$ cat config.mk
export PLATFORM = sky130hd
export DESIGN_NAME = stepdown_gate_sequencer
export DESIGN_NICKNAME = d
export VERILOG_FILES = /design/src/rtl/stepdown_seq_pkg.sv /design/src/rtl/stepdown_dt_timer.sv /design/src/rtl/stepdown_gate_sequencer.sv
export SDC_FILE = /design/constraint.sdc
export NUM_CORES = 1
export LEC_CHECK = 0
export ABC_AREA = 1
export CORE_ASPECT_RATIO = 1.5
export CORE_MARGIN = 1
export CORE_UTILIZATION = 45
export CTS_BUF_LIST = sky130_fd_sc_hd__clkbuf_4 sky130_fd_sc_hd__clkbuf_8
export DETAILED_ROUTE_END_ITERATION = 7
export PLACE_DENSITY = 0.73
export SETUP_SLACK_MARGIN = 0.05
export SLEW_MARGIN = 0
export SYNTH_ARGS = -nofsm -noshare
export SYNTH_HDL_FRONTEND = slang
export SYNTH_SLANG_ARGS = --single-unit
$ cat constraint.sdc
create_clock -name clk -period 2.36 [get_ports clk]
set_input_delay 0.59 -clock clk [delete_from_list [all_inputs] [get_ports clk]]
set_output_delay 0.59 -clock clk [all_outputs]
set_load 0.02 [all_outputs]
$ cat src/rtl/stepdown_seq_pkg.sv
// Shared types and helpers for the step-down gate-drive sequencer.
// The state encoding is fixed because state_o exposes it for observation.
package stepdown_seq_pkg;

   // Default width of every timing counter and timing input.
   localparam int CNT_W_DEF = 6;

   // Working width of dt_eff; wide enough for any practical CNT_W.
   localparam int DT_FN_W = 16;

   typedef enum logic [2:0] {
      IDLE  = 3'd0,
      DT_LH = 3'd1,
      HS_ON = 3'd2,
      DT_HL = 3'd3,
      LS_ON = 3'd4
   } seq_state_e;

   // Effective dead time: a programmed 0 still yields one blanking cycle.
   function automatic logic [DT_FN_W-1:0] dt_eff(input logic [DT_FN_W-1:0] dt);
      return (dt == '0) ? DT_FN_W'(1) : dt;
   endfunction

endpackage

$ cat src/rtl/stepdown_dt_timer.sv
// Loadable down-counter shared by both dead-time states.
// Loading N (N >= 1) keeps expired low for N-1 cycles and high on the Nth,
// so a dead-time state loaded on entry lasts exactly N cycles.
module stepdown_dt_timer
   import stepdown_seq_pkg::*;
#(
   parameter int CNT_W = CNT_W_DEF
) (
   input  logic             clk,
   input  logic             rst_n,
   input  logic             load,
   input  logic [CNT_W-1:0] load_val,
   output logic [CNT_W-1:0] value,
   output logic             expired
);

   logic [CNT_W-1:0] cnt;

   // Load on dead-time entry, otherwise count down and rest at zero.
   always_ff @(posedge clk or negedge rst_n) begin
      if (!rst_n) begin
         cnt <= '0;
      end else if (load) begin
         cnt <= load_val;
      end else if (cnt != '0) begin
         cnt <= cnt - CNT_W'(1);
      end
   end

   assign value   = cnt;
   // A value of 1 marks the last dead-time cycle; 0 is treated the same so
   // an unloaded timer never holds a dead-time state open.
   assign expired = (cnt <= CNT_W'(1));

endmodule

$ cat src/rtl/stepdown_gate_sequencer.sv
// Break-before-make gate-drive sequencer for the step-down power stage.
// Converts the raw PWM request into registered high-side / low-side enables
// with dead time, minimum on-time, OCP blanking, a maximum on-time limit,
// zero-cross (DCM) low-side release and an OCP rearm interlock.
module stepdown_gate_sequencer
   import stepdown_seq_pkg::*;
#(
   parameter int CNT_W  = CNT_W_DEF,
   parameter int BLANK  = 4,
   parameter int MAX_ON = 60
) (
   input  logic             clk,
   input  logic             rst_n,
   input  logic             CELV,
   input  logic             CELG,
   input  logic             SUB,
   input  logic             en,
   input  logic             pwm_i,
   input  logic             ocp_i,
   input  logic             zc_i,
   input  logic [CNT_W-1:0] dt_hl,
   input  logic [CNT_W-1:0] dt_lh,
   input  logic [CNT_W-1:0] min_on,
   output logic             hs_on,
   output logic             ls_on,
   output logic             ocp_flag,
   output logic [2:0]       state_o
);

   localparam logic [CNT_W-1:0] BLANK_C  = CNT_W'(BLANK);
   localparam logic [CNT_W-1:0] MAX_ON_C = CNT_W'(MAX_ON);

   seq_state_e       state;
   seq_state_e       next_state;
   logic [CNT_W-1:0] hs_cnt;
   logic             ocp_lock;

   logic             hs_ocp;
   logic             hs_max;
   logic             hs_pwm_off;
   logic             hs_trip;
   logic             hs_enter;
   logic             pwm_go;

   logic             dt_load;
   logic [CNT_W-1:0] dt_load_val;
   logic [CNT_W-1:0] dt_value;
   logic             dt_expired;

   // Supply pins and the raw timer value carry no logic function here.
   logic             unused_ok;
   assign unused_ok = ^{CELV, CELG, SUB, dt_value};

   // One timer serves both dead-time states; they never overlap.
   stepdown_dt_timer #(
      .CNT_W (CNT_W)
   ) u_dt_timer (
      .clk      (clk),
      .rst_n    (rst_n),
      .load     (dt_load),
      .load_val (dt_load_val),
      .value    (dt_value),
      .expired  (dt_expired)
   );

   // HS exit causes, evaluated against the cycle count of the current pulse.
   always_comb begin
      hs_ocp     = ocp_i && (hs_cnt > BLANK_C);
      hs_max     = (MAX_ON != 0) && (hs_cnt == MAX_ON_C);
      hs_pwm_off = !pwm_i && (hs_cnt >= min_on);
      // A new HS pulse may only be requested once the OCP interlock is clear.
      pwm_go     = pwm_i && !ocp_lock;
   end

   // Next-state decision; shared by the state register and the timer load.
   always_comb begin
      next_state = state;
      case (state)
         IDLE: begin
            if (en && pwm_go) next_state = DT_LH;
         end
         DT_LH: begin
            if (dt_expired) next_state = HS_ON;
         end
         HS_ON: begin
            // en=0 > OCP > MAX_ON > pwm; all of them leave through DT_HL.
            if (!en || hs_ocp || hs_max || hs_pwm_off) next_state = DT_HL;
         end
         DT_HL: begin
            if (dt_expired) next_state = en ? LS_ON : IDLE;
         end
         LS_ON: begin
            // Zero-cross release wins over a simultaneous PWM request.
            if (!en || zc_i)  next_state = IDLE;
            else if (pwm_go)  next_state = DT_LH;
         end
         default: next_state = IDLE;
      endcase
   end

   // Timer load on entry to a dead-time state, dead time sampled only here.
   always_comb begin
      dt_load     = (next_state != state) &&
                    ((next_state == DT_LH) || (next_state == DT_HL));
      dt_load_val = (next_state == DT_HL) ? CNT_W'(dt_eff(DT_FN_W'(dt_hl)))
                                          : CNT_W'(dt_eff(DT_FN_W'(dt_lh)));
      hs_enter    = (state != HS_ON) && (next_state == HS_ON);
      // OCP or MAX_ON ending the pulse; en=0 has priority and is not a trip.
      hs_trip     = (state == HS_ON) && en && (hs_ocp || hs_max);
   end

   // State register with gate enables, pulse counter and OCP bookkeeping.
   always_ff @(posedge clk or negedge rst_n) begin
      if (!rst_n) begin
         state    <= IDLE;
         hs_on    <= 1'b0;
         ls_on    <= 1'b0;
         ocp_flag <= 1'b0;
         hs_cnt   <= '0;
         ocp_lock <= 1'b0;
      end else begin
         state <= next_state;
         // Both enables decode the same next state, so they cannot overlap.
         hs_on <= (next_state == HS_ON);
         ls_on <= (next_state == LS_ON);

         if (hs_enter) begin
            hs_cnt <= CNT_W'(1);
         end else if (next_state == HS_ON) begin
            if (hs_cnt != '1) hs_cnt <= hs_cnt + CNT_W'(1);
         end else begin
            hs_cnt <= '0;
         end

         if (hs_enter) begin
            ocp_flag <= 1'b0;
         end else if (hs_trip) begin
            ocp_flag <= 1'b1;
         end

         // The interlock clears only after pwm_i has been seen low.
         if (hs_trip) begin
            ocp_lock <= 1'b1;
         end else if (!pwm_i) begin
            ocp_lock <= 1'b0;
         end
      end
   end

   assign state_o = state;

endmodule

==> flow_metrics.env, run 1 <==
export IMPL_route_detailed_drc=0
export IMPL_final_net_count=270
export IMPL_synth_most_common_cell="nand2_1"
export IMPL_clkTransAtPathRegs_ps=70
export IMPL_first_pass_iters=4
export IMPL_grt_start_max_net_pins=20
export IMPL_worstPathRequired_ps=2540
export IMPL_cts_num_sinks=19
export IMPL_post_layout_inst_area_um2=2020
export IMPL_timing_rr_start="hs_cnt[3]"
export IMPL_ys_types=29
export IMPL_clock_skew_final_ps=2.12
export IMPL_place_gp_congestion=0.822
export IMPL_global_route_usage_total=0.192
export IMPL_drv_slew=0
export IMPL_share_of_the_synthesized_area_in_the_top_cell_type=0.323
export IMPL_synthesis_instances=194
export IMPL_clkLatencyLatePin_ps=260
export IMPL_routed_via_density=4.86
export IMPL_core_rowCount=25
export IMPL_tns_ps=0
export IMPL_grt_ovf=0
export IMPL_tritoncts_clock_tree="done"
export IMPL_totalPowerFinal_mw=1.74
export IMPL_detailed_place_hpwl_um=2310
export IMPL_die_w_um=48.7
export IMPL_power_density_nw_per_um2=864
export IMPL_synth_area_top_cells="dfrtp_1 (32%), nand2_1 (9.4%), ha_1 (9.4%)"
export IMPL_design_die_area_um2=3500
export IMPL_placement_io_buffers=29
export IMPL_grt_antenna_before_repair=0
export IMPL_min_path_type="register to register"
export IMPL_hold_path_startpoint="ocp_flag"
export IMPL_max_slew_margin_rel=0.673
export IMPL_synth_edf_count=0
export IMPL_core_um2=3130
export IMPL_worstMarginPinSlew_ps=489
export IMPL_syn_area_per_cell_um2=7.58
export IMPL_die_h_um=72.0
export IMPL_synth_cell_area_um2=1470
export IMPL_power_leakage_nw=0.970
export IMPL_cts_repair_timing_setup_buffer_count=0
export IMPL_timing_rr_end="u_dt_timer.value[1]"
export IMPL_n_antenna_cell=0
export IMPL_ys_async_sr_fraction=1.00
export IMPL_design_portCount=33
export IMPL_ctsHoldBuffers=0
export IMPL_worstPathCellList="clkdlybuf4s50_1, inv_1, ha_4, nand2_1, nor2_2, nand2_1, nand2_1, nand2_1, nand2_2, nand2_4, nand2_8, nand2_8, inv_6, nand3_2, a21oi_1"
export IMPL_final_min_period_over_clock_period=0.949
export IMPL_via_count=1316
export IMPL_ir_drop_uv=637
export IMPL_floorplan_initialDensity=0.470
export IMPL_synth_yosys_warnings=0
export IMPL_drv_max_cap_violation_count=0
export IMPL_htreeDepth=1
export IMPL_path_common_cell="nand2_1"
export IMPL_worst_r2r_cell_count=13
export IMPL_timing_hold_ws_ps=477
export IMPL_synthFlopType="dfrtp_1"
export IMPL_max_freq_mhz=447
export IMPL_report_final_hold_viol_count=0
export IMPL_critical_path_slowest_cell="clkdlybuf4s50_1"
export IMPL_worst_hold_path_endpoint="ocp_flag"
export IMPL_status="finished, final reports clean"
export IMPL_hold_path_depth=2
export IMPL_grt_setup_unrepaired="yes"
export IMPL_average_wire_per_standard_cell_um=11.1
export IMPL_clock_root_buffer="clkbuf_8"
export IMPL_layout_cells_non_filler=271
export IMPL_synth_sequential_area_ratio=0.323
export IMPL_detail_route_antenna_nets=0
export IMPL_setup_worst_path_start_class="input port"
export IMPL_wire_length_of_the_first_global_routing_pass_um=5190
export IMPL_placed_cells_incl_taps=266
export IMPL_crit_path_max_incr_delay_ps=460
export IMPL_path_class="input port to register"
export IMPL_drt_total_wl_um=3000
export IMPL_area_growth_syn_to_layout_pct=37.1
export IMPL_post_synth_most_frequent_cells="nand2_1 (37), inv_1 (34), dfrtp_1 (19)"
export IMPL_synthesis_nets=232
export IMPL_period_needed_ps=2240
export IMPL_timing_critical_path_to_type="register"
export IMPL_number_of_buffers_inserted_during_clock_tree_synthesis=3
export IMPL_worstPathMaxFanout=7
export IMPL_placed_area_um2=1830
export IMPL_cts_root_to_sink_buffers=2
export IMPL_report_final_setup_viol=0
export IMPL_cp_data_arrival_time_ps=2420
export IMPL_drive_above_1_share=0.225
export IMPL_initialDrtViolationCount=30
export IMPL_via_count_of_the_first_global_routing_pass=1296
export IMPL_netlist_top_cell_by_area="dfrtp_1"
export IMPL_setup_reg_to_reg_worst_slack_ps=480
export IMPL_ys_seq_elements=19
## state kept, by name (all words and copies together), names as in the netlist
name,cells
hs_cnt,6
hs_on,1
ls_on,1
ocp_flag,1
ocp_lock,1
state_o,3
u_dt_timer.value,6
## cell type report
class / instances / area, um2
timing repair inverter: 1 / 8.76
fill: 266 / 1110
multi-input combinational: 136 / 958
clock buffer: 4 / 48.8
tap: 40 / 50.0
sequential: 19 / 475
inverter: 39 / 161
timing repair buffer: 32 / 313
## worst max path at each step
stage | start | endpoint | cells past startpoint
3_5_place_dp | min_on[5] | u_dt_timer.value[1] | 15
2_1_floorplan | min_on[5] | u_dt_timer.value[3] | 14
3_3_place_gp | min_on[5] | u_dt_timer.value[5] | 15
4_1_cts | min_on[5] | u_dt_timer.value[1] | 15
5_1_grt | min_on[3] | u_dt_timer.value[1] | 15
6_report | min_on[3] | u_dt_timer.value[1] | 15
## power by group
part,switching (mW),internal [mW]
combinational,0.583,0.410
clock,0.108,0.132
sequential,0.0919,0.417
## stage by stage
stage | util | setup slack, ps
after detailed placement | 0.586 | -168
after floorplan | - | 446
final | 0.644 | 121
after global routing | 0.644 | 2.26
after global placement | 0.586 | -159
after CTS | 0.602 | 106
## worst max-delay path, delay by kind of cell
family,cells,cell delay (ps)
compound gates,1,140
fa+ha+maj,1,260
buf+inv,3,620
simple gates,10,820
## routing by layer
metal | wire length (um) | track usage
met4 | 63 | 0.0882
met3 | 60 | 0.0231
met1 | 1110 | 0.182
met5 | 0 | 0
met2 | 1770 | 0.395
## cells by family (layout without fill, tap and decap cells)
logic type	after synthesis	after routing	share of synthesized area
flops	19	19	0.323
xor+xnor	7	7	0.0417
buf+inv	39	76	0.105
compound gates	21	21	0.0902
fa+ha+maj	11	11	0.0936
simple gates	97	97	0.346
## cell usage in the layout (no fill, tap or decap), types with 2 or more instances in the layout
cell type	synthesis	final
nand2_2	7	5
o21ai_2	1	4
a21oi_1	5	4
xor2_1	2	2
clkbuf_8	0	3
nand3_2	3	3
nor2_1	18	15
inv_2	2	2
nand2_4	3	2
a21oi_2	4	5
ha_1	11	8
dfrtp_1	19	19
nor2_2	5	7
nand2_8	0	4
ha_4	0	3
clkdlybuf4s50_1	0	29
inv_1	34	34
a31o_2	2	2
nand3_1	15	15
nand2_1	37	36
nor3_1	2	2
xnor2_1	5	5
buf_4	0	3
o21ai_0	5	5
nor2_4	1	2
nand4_1	3	3
## what timing repair did
action                                  in CTS  in global routing
endpoints found under the setup margin       0                  7
resized for setup                            0                 21
endpoints found under the hold margin        0                  0
Power figures use the tool's default switching activity.
==> run 2: changes to the inputs <==
- CTS_CLUSTER_DIAMETER: unset -> 100
- GPL_ROUTABILITY_DRIVEN: unset -> 0
==> results of run 2 <==
The final DEF is identical to that of run 1; final timing and power are the same.
